File: config.mk
export PLATFORM = sky130hd
export DESIGN_NAME = lcd_note_writer
export DESIGN_NICKNAME = d
export VERILOG_FILES = /design/src/rtl/lcd_note_writer.sv
export SDC_FILE = /design/constraint.sdc
export NUM_CORES = 1
export LEC_CHECK = 0
export CORE_ASPECT_RATIO = 0.9
export CORE_MARGIN = 4
export CORE_UTILIZATION = 48
export CTS_CLUSTER_SIZE = 12
export DETAILED_ROUTE_END_ITERATION = 7
export PLACE_DENSITY = 0.84
export SLEW_MARGIN = 25
export SYNTH_ARGS = -nofsm -noshare
export SYNTH_HDL_FRONTEND = slang
export SYNTH_SLANG_ARGS = --single-unit
File: constraint.sdc
create_clock -name clk -period 2.2 [get_ports clk]
set_input_delay 0.44 -clock clk [delete_from_list [all_inputs] [get_ports clk]]
set_output_delay 0.44 -clock clk [all_outputs]
set_load 0.03 [all_outputs]
File: src/rtl/lcd_note_writer.sv
// lcd_note_writer
//
// Writes a four-character note to an HD44780-style LCD. One start request
// produces five bus writes: a "set DDRAM address" command (0x80 | START_ADDR)
// followed by the four bytes of the latched char_word, leftmost first. Each
// write is a SETUP phase (data/RS valid, EN low), a PULSE phase (EN high) and
// a WAIT phase (EN low, LCD executing). One down-counter times all phases.
//
// Ports
//   clk        in   rising-edge clock
//   rst_n      in   asynchronous active-low reset
//   char_word  in   [31:24] leftmost .. [7:0] rightmost ASCII character
//   start      in   sequence request, only sampled while idle
//   lcd_data   out  LCD data bus, held at the last written value when idle
//   lcd_rs     out  0 = command, 1 = character data
//   lcd_rw     out  always 0 (write only)
//   lcd_en     out  LCD enable strobe
//   busy       out  high for the whole five-write sequence
//   done       out  one-cycle pulse in the first idle cycle after a sequence

module lcd_note_writer #(
    parameter int unsigned SETUP_CYC  = 2,
    parameter int unsigned EN_CYC     = 12,
    parameter int unsigned WAIT_CYC   = 2500,
    parameter logic [7:0]  START_ADDR = 8'h00
) (
    input  logic        clk,
    input  logic        rst_n,
    input  logic [31:0] char_word,
    input  logic        start,
    output logic [7:0]  lcd_data,
    output logic        lcd_rs,
    output logic        lcd_rw,
    output logic        lcd_en,
    output logic        busy,
    output logic        done
);

    // The counter is loaded with (phase length - 1) and counts down to zero,
    // so it only needs to hold the largest phase length minus one.
    localparam int unsigned MaxSw  = (SETUP_CYC > EN_CYC) ? SETUP_CYC : EN_CYC;
    localparam int unsigned MaxCyc = (MaxSw > WAIT_CYC) ? MaxSw : WAIT_CYC;
    localparam int unsigned CntW   = (MaxCyc > 1) ? $clog2(MaxCyc) : 1;

    localparam logic [CntW-1:0] SetupLoad = CntW'(SETUP_CYC - 1);
    localparam logic [CntW-1:0] EnLoad    = CntW'(EN_CYC - 1);
    localparam logic [CntW-1:0] WaitLoad  = CntW'(WAIT_CYC - 1);

    localparam logic [7:0] AddrCmd = 8'h80 | START_ADDR;
    localparam logic [2:0] LastIdx = 3'd4;

    typedef enum logic [1:0] {
        StIdle,
        StSetup,
        StPulse,
        StWait
    } state_e;

    state_e          state_q, state_d;
    logic [CntW-1:0] cnt_q, cnt_d;
    logic [2:0]      idx_q, idx_d;
    logic [31:0]     word_q, word_d;
    logic [7:0]      data_q, data_d;
    logic            rs_q, rs_d;
    logic            done_q, done_d;

    // Character for the write that follows the current one (idx_q + 1).
    logic [7:0]      next_char;

    always_comb begin
        next_char = word_q[7:0];
        unique case (idx_q)
            3'd0:    next_char = word_q[31:24];
            3'd1:    next_char = word_q[23:16];
            3'd2:    next_char = word_q[15:8];
            default: next_char = word_q[7:0];
        endcase
    end

    always_comb begin
        state_d = state_q;
        cnt_d   = cnt_q;
        idx_d   = idx_q;
        word_d  = word_q;
        data_d  = data_q;
        rs_d    = rs_q;
        done_d  = 1'b0;

        unique case (state_q)
            StIdle: begin
                // Bus values are loaded on the accepting edge so they are
                // already valid in the first SETUP cycle.
                if (start) begin
                    word_d  = char_word;
                    idx_d   = 3'd0;
                    data_d  = AddrCmd;
                    rs_d    = 1'b0;
                    cnt_d   = SetupLoad;
                    state_d = StSetup;
                end
            end

            StSetup: begin
                if (cnt_q == '0) begin
                    cnt_d   = EnLoad;
                    state_d = StPulse;
                end else begin
                    cnt_d = cnt_q - 1'b1;
                end
            end

            StPulse: begin
                if (cnt_q == '0) begin
                    cnt_d   = WaitLoad;
                    state_d = StWait;
                end else begin
                    cnt_d = cnt_q - 1'b1;
                end
            end

            StWait: begin
                if (cnt_q == '0) begin
                    if (idx_q < LastIdx) begin
                        idx_d   = idx_q + 3'd1;
                        data_d  = next_char;
                        rs_d    = 1'b1;
                        cnt_d   = SetupLoad;
                        state_d = StSetup;
                    end else begin
                        done_d  = 1'b1;
                        state_d = StIdle;
                    end
                end else begin
                    cnt_d = cnt_q - 1'b1;
                end
            end

            default: begin
                state_d = StIdle;
            end
        endcase
    end

    always_ff @(posedge clk or negedge rst_n) begin
        if (!rst_n) begin
            state_q <= StIdle;
            cnt_q   <= '0;
            idx_q   <= 3'd0;
            word_q  <= 32'h0;
            data_q  <= 8'h00;
            rs_q    <= 1'b0;
            done_q  <= 1'b0;
        end else begin
            state_q <= state_d;
            cnt_q   <= cnt_d;
            idx_q   <= idx_d;
            word_q  <= word_d;
            data_q  <= data_d;
            rs_q    <= rs_d;
            done_q  <= done_d;
        end
    end

    // lcd_en and busy decode straight from the state register so that the
    // asynchronous reset drops them immediately.
    assign lcd_data = data_q;
    assign lcd_rs   = rs_q;
    assign lcd_rw   = 1'b0;
    assign lcd_en   = (state_q == StPulse);
    assign busy     = (state_q != StIdle);
    assign done     = done_q;

endmodule

Yosys cells after proc, flatten, opt, wreduce, memory -nomap -nowiden:

Index checks and enable logic that the tools add are counted.

* bits of input ports: 35
* memory bits (writable): 0
* register bits after elaboration: 59
* bits in latches: 0
* memories: 0
* output and inout bits: 13
* word-level logic and storage cells: 58
* bits in read-only memories: 0

* multiplexer cells: 28
* div/mod/pow operators: 0
* bitwise gates (word level): 0
* order comparisons: 1
* shifts and indexed selects: 0
* add/subtract/negate cells: 2
* $mul: 0
* equal/unequal tests: 11
* reduce and logical (&&, ||, !) cells: 9

Operator list (number)
* 12-bit 2-to-1 mux: 5
* 12-bit one-hot mux with 4 select lines: 1
* 8-bit 2-to-1 mux: 3
* 8-bit one-hot mux with 3 select lines: 1
* 8-bit one-hot mux with 2 select lines: 1
* 12-bit logical NOT: 1
* 12-bit by 1-bit subtractor with 12-bit output, second input constant: 1
* 3-bit 2-to-1 mux: 3
* 2-bit 2-to-1 mux: 4
* 2-bit inequality test, second input constant: 4
* 2-bit one-hot mux with 4 select lines: 1
* 4-bit AND reduction: 2
* 1-bit 2-to-1 mux: 7
* 3-bit one-hot mux with 2 select lines: 1
* 2-bit equality test, second input constant: 2
* 2-bit AND reduction: 2
* 2-bit nonzero test: 2
* 3-bit by 1-bit adder with 3-bit output, second input constant: 1
* 3-bit by 1-bit equality test with 1-bit output, second input constant: 1
* 3-bit by 2-bit equality test with 1-bit output, second input constant: 1
* 3-bit logical NOT: 1
* 3-bit less-than comparator, second input constant: 1
* 3-bit inequality test, second input constant: 1
* 2-bit by 1-bit equality test with 1-bit output, second input constant: 1
* other kinds (3): 3

Depth between registers and ports, before layout:

* depth after elaboration: 5
* gate-level depth with buffers: 8
* gate-level depth less buffers: 6

Worst setup path after synthesis:

OpenSTA, ideal clock, no wires.

* path type: register -> register
* start: register cnt_q[0]
* end: register state_q[1]
* cell stages (with the launch flop): 9
* setup time: 0.125 ns
* required time: 2.075 ns
* slack: -0.209 ns
* arrival: 2.284 ns
* cell sequence: dfrtp_1 > inv_1 > ha_1 > or4b_1 > clkbuf_1 > or3_1 > buf_2 > a21oi_1 > mux2_2

* word-level cells in the longest chain between the ends: 3
* elaborated cells between the ends (all ways): 5
* classes of those cells: eq/ne: 3; reduce/logical: 2

RTL lines
* start, declared: line 60 `logic [CntW-1:0] cnt_q, cnt_d;`
* start signal, assigned: line 155 `cnt_q <= cnt_d;`
* 12-bit logical NOT *: line 104, 113, 122
* 2-bit inequality test (no line) / 2-bit by 1-bit inequality test with 1-bit output (equally long branches)
* 4-bit AND reduction (no line) *
* end signal, assigned: line 146 `state_q <= StIdle;`
* end signal, assigned: line 154 `state_q <= state_d;`
* end, declared: line 59 `state_e state_q, state_d;`

Every way passes the cells marked *; elsewhere a longest branch is shown, timed or not.
A chain may end at the register's enable or synchronous reset.

Worst setup path after layout:

* start: register cnt_q[1]
* end: register cnt_q[1]

* word-level cells in the longest chain between the ends: 3
* elaborated cells between the ends (all ways): 8
* classes of those cells: add/sub: 1; eq/ne: 1; mux: 4; reduce/logical: 2

RTL lines
* 12-bit by 1-bit subtractor with 12-bit output / 12-bit logical NOT (equally long branches)
* 12-bit 2-to-1 mux (tied with other cells): line 122 `if (cnt_q == '0) begin`
* 12-bit one-hot mux with 4 select lines / 2-bit AND reduction (equally long branches)

Several ways; a longest one is shown, not always the timed one.

==> impl_metrics.py <==
metrics = {
    "sta": {
        "setup_viol": 2,
        "fin_ws_ns": -0.02472,
        "tightest_slew_ns": 0.7422,
        "fmax_mhz": 449.5,
        "finalCriticalPeriod_ns": 2.225,
        "rsz0062_at_grt": "true",
        "maxSlewHeadroom": 0.5052,
        "holdWs_ns": 0.2448,
        "period_share": 1.011,
        "clock_skew_ns": 0.004859,
        "slew_violations": 0,
        "hold_viol": 0,
        "tns_ns": -0.03738,
    },
    "placed_design": {
        "hpwl_mm": 5.324,
        "placedCellCount": 384,
        "dpl_cell_area_um2": 3690,
        "io_buffers": 46,
        "gp_congestion": 0.9622,
    },
    "clocking": {
        "cts_tree": "built",
        "clk_latency_ns": 0.34,
        "cts.htree.levels": 3,
        "clk_path_buf_depth": 2,
        "clk_pin_slew_worst_paths_ns": 0.07,
        "cts_buffers": 9,
        "clockRootBuffer": "clkbuf_8",
        "cts_sinks": 59,
    },
    "detailed_routing": {
        "wl_mm": 7.905,
        "drc": 0,
        "avgRoutedWirePerCell_um": 19.47,
        "ant_nets": 0,
        "drt-initial-drc-count": 202,
        "vias": 2538,
        "firstDrtPassIters": 5,
        "viasPerCell": 6.251,
    },
    "setup_path": {
        "r2r_slack_ns": -0.02,
        "required_ns": 2.43,
        "max_stage_delay_ns": 0.48,
        "critical_path_arrival_ns": 2.45,
        "path_max_fanout": 6,
        "reg2reg_depth": 7,
        "r2r_end": "cnt_q[1]",
        "cp_top_family": "simple AND/OR/NAND/NOR gates",
        "crit_type": "reg -> reg",
        "worstSetupEndpointType": "register",
        "worstReg2RegStart": "cnt_q[1]",
        "critPathSlowestCell": "or4b_4",
        "critPathLaunchType": "register",
        "path_cells": "inv_2 > ha_4 > or4b_4 > buf_6 > or3_4 > a211o_1 > a32o_1",
        "path_depth": 7,
        "crit_buf_inv": 2,
    },
    "logic_synthesis": {
        "synth_largest_area_cell": "dfrtp_1",
        "synth-seq-cells": 59,
        "syn_inst": 252,
        "syn-num-nets": 297,
        "synth_flop_cell": "dfrtp_1",
        "ys_warn_count": 0,
        "synth.area.top_cells": "dfrtp_1 (50%), mux2_2 (13%), a22o_1 (5.4%)",
        "synth_seq_area_share": 0.5015,
        "synthTopCellsByCount": "dfrtp_1 (59), mux2_2 (34), a22o_1 (18)",
        "avgSynthCellArea_um2": 11.68,
        "async_flop_share": 1.000,
        "yosysMostFrequentCell": "dfrtp_1",
        "ys_types": 42,
        "synth_top_area_frac": 0.5015,
        "synth_area_um2": 2944,
        "synth-edff-count": 0,
    },
    "final_layout": {
        "drive_above_1_share": 0.3274,
        "syn2layout_area_growth_pct": 37.36,
        "layout.nets": 376,
        "stdcell_count": 406,
        "fin_area_um2": 4044,
        "antenna_cells": 0,
        "fillers": 383,
        "post-route-util": 0.6945,
    },
    "run_status": {
        "violations": "negative setup slack",
        "status": "finished with violations",
    },
    "die": {
        "die_w_um": 90.55,
        "initial_core_util": 0.5056,
        "dieArea_um2": 7452,
        "io_pins": 48,
        "core-area_um2": 5823,
        "fp-row-count": 26,
        "die_h_um": 82.30,
    },
    "global_route": {
        "grt_usage": 0.2133,
        "first_global_vias": 2443,
        "grt_max_degree": 60,
        "grt-ovfl-total": 0,
        "antenna_found_initial": 0,
        "grt_pass1_wl_mm": 12.36,
    },
    "worst_hold_path": {
        "hold_class": "in -> async",
    },
    "pwr": {
        "ir_drop_mv": 0.6065,
        "power_density_nw_per_um2": 1544,
        "p_leak_nw": 1.824,
    },
    "flow_run": {
        "max_cap_viol_count": 0,
    },
}
==> timing repair <==
action                                  4_1_cts  5_1_grt
hold buffers                                  0        0
cloned                                        1        1
endpoints found under the setup margin       17       17
pin swaps                                     3        4
gates resized for setup                       8       14
setup buffers                                 0        4
==> worst register-to-register path: stages, from the launching register on <==
cell and delay (ns):
dfrtp_1 0.39, inv_2 0.08, ha_4 0.13, or4b_4 0.48, buf_6 0.15, or3_4 0.37
a211o_1 0.27, a32o_1 0.24
==> power breakdown <==
part / internal [W] / leakage, nW / switching (W)
Clock: 0.000640 / 0.106 / 0.000449
Sequential: 0.00155 / 0.735 / 0.000284
Combinational: 0.00168 / 0.982 / 0.00164
Total: 0.00387 / 1.82 / 0.00238
==> area by class of cell <==
| cell class | count | area, um2 | share of cell area |
|---|---|---|---|
| clock buffers | 10 | 127.6 | 0.03156 |
| clock inverters | 6 | 90.09 | 0.02228 |
| inverters | 8 | 30.03 | 0.007426 |
| multi-input cells | 167 | 1450 | 0.3586 |
| flip-flops and latches | 59 | 1476 | 0.3651 |
| well taps | 70 | 87.58 | 0.02166 |
| repair buffers | 86 | 782.0 | 0.1934 |
==> layout by cell type (no fill, tap or decap), types with 2 or more instances in the layout <==
master / n
dfrtp_1: 59
clkdlybuf4s50_1: 44
buf_4: 35
mux2_2: 33
a22o_1: 18
clkbuf_8: 9
nor3_1: 8
nor2_1: 8
nand2_1: 8
ha_1: 8
o21ai_0: 7
a221o_1: 7
inv_1: 6
nor4_1: 5
a21o_1: 5
or3_1: 4
a32o_1: 4
buf_6: 4
or4_1: 3
or3_4: 3
o31ai_1: 3
nand3_1: 3
nor2b_1: 3
inv_2: 2
or2_2: 2
nor4_2: 2
nand2b_1: 2
a21oi_1: 2
o31a_1: 2
a22oi_1: 2
a211o_1: 2
nand4b_1: 2
bufinv_16: 2
clkinv_4: 2
==> through the flow <==
step	total power, W	setup slack [ns]
2_1_floorplan	0.003781	-0.1470
3_3_place_gp	0.004642	-0.07422
3_5_place_dp	0.004798	-0.1202
4_1_cts	0.005994	-0.02733
5_1_grt	0.006582	-0.05609
6_report	0.006244	-0.02472
==> worst max-delay path by stage <==
stage | slack [ns] | endpoint | startpoint
final | -0.02 | cnt_q[1] | cnt_q[1]
after global routing | -0.06 | idx_q[0] | cnt_q[1]
after CTS | -0.03 | cnt_q[1] | cnt_q[1]
after detailed placement | -0.12 | idx_q[0] | cnt_q[1]
after global placement | -0.07 | idx_q[0] | cnt_q[1]
after floorplan | -0.15 | lcd_data[1] | cnt_q[1]
==> state kept, by name (all words and copies together), names as in the netlist <==
register and flops:
lcd_data 8, idx_q 3, state_q 2, lcd_rs 1, word_q 32, done 1
cnt_q 12
==> per-layer routing <==
layer / global-route usage / share of wire / wire length (um) / vias to the layer above
met4: 0.08410 / 0.020 / 155 / 0
met1: 0.2776 / 0.42 / 3351 / 1243
met5: 0 / 0 / 0 / -
met3: 0.05072 / 0.072 / 567 / 18
met2: 0.3501 / 0.48 / 3830 / 156
li1: - / - / - / 1121
==> cells by family after synthesis <==
group | synth area share
other | 0.001274
flip-flops | 0.5015
AND/OR/NAND/NOR | 0.1160
multiplexers | 0.1300
adder cells (fa/ha/maj) | 0.04250
AO/OA/AOI/OAI | 0.1666
buffers and inverters | 0.04207
(Power assumes the default switching activity.)
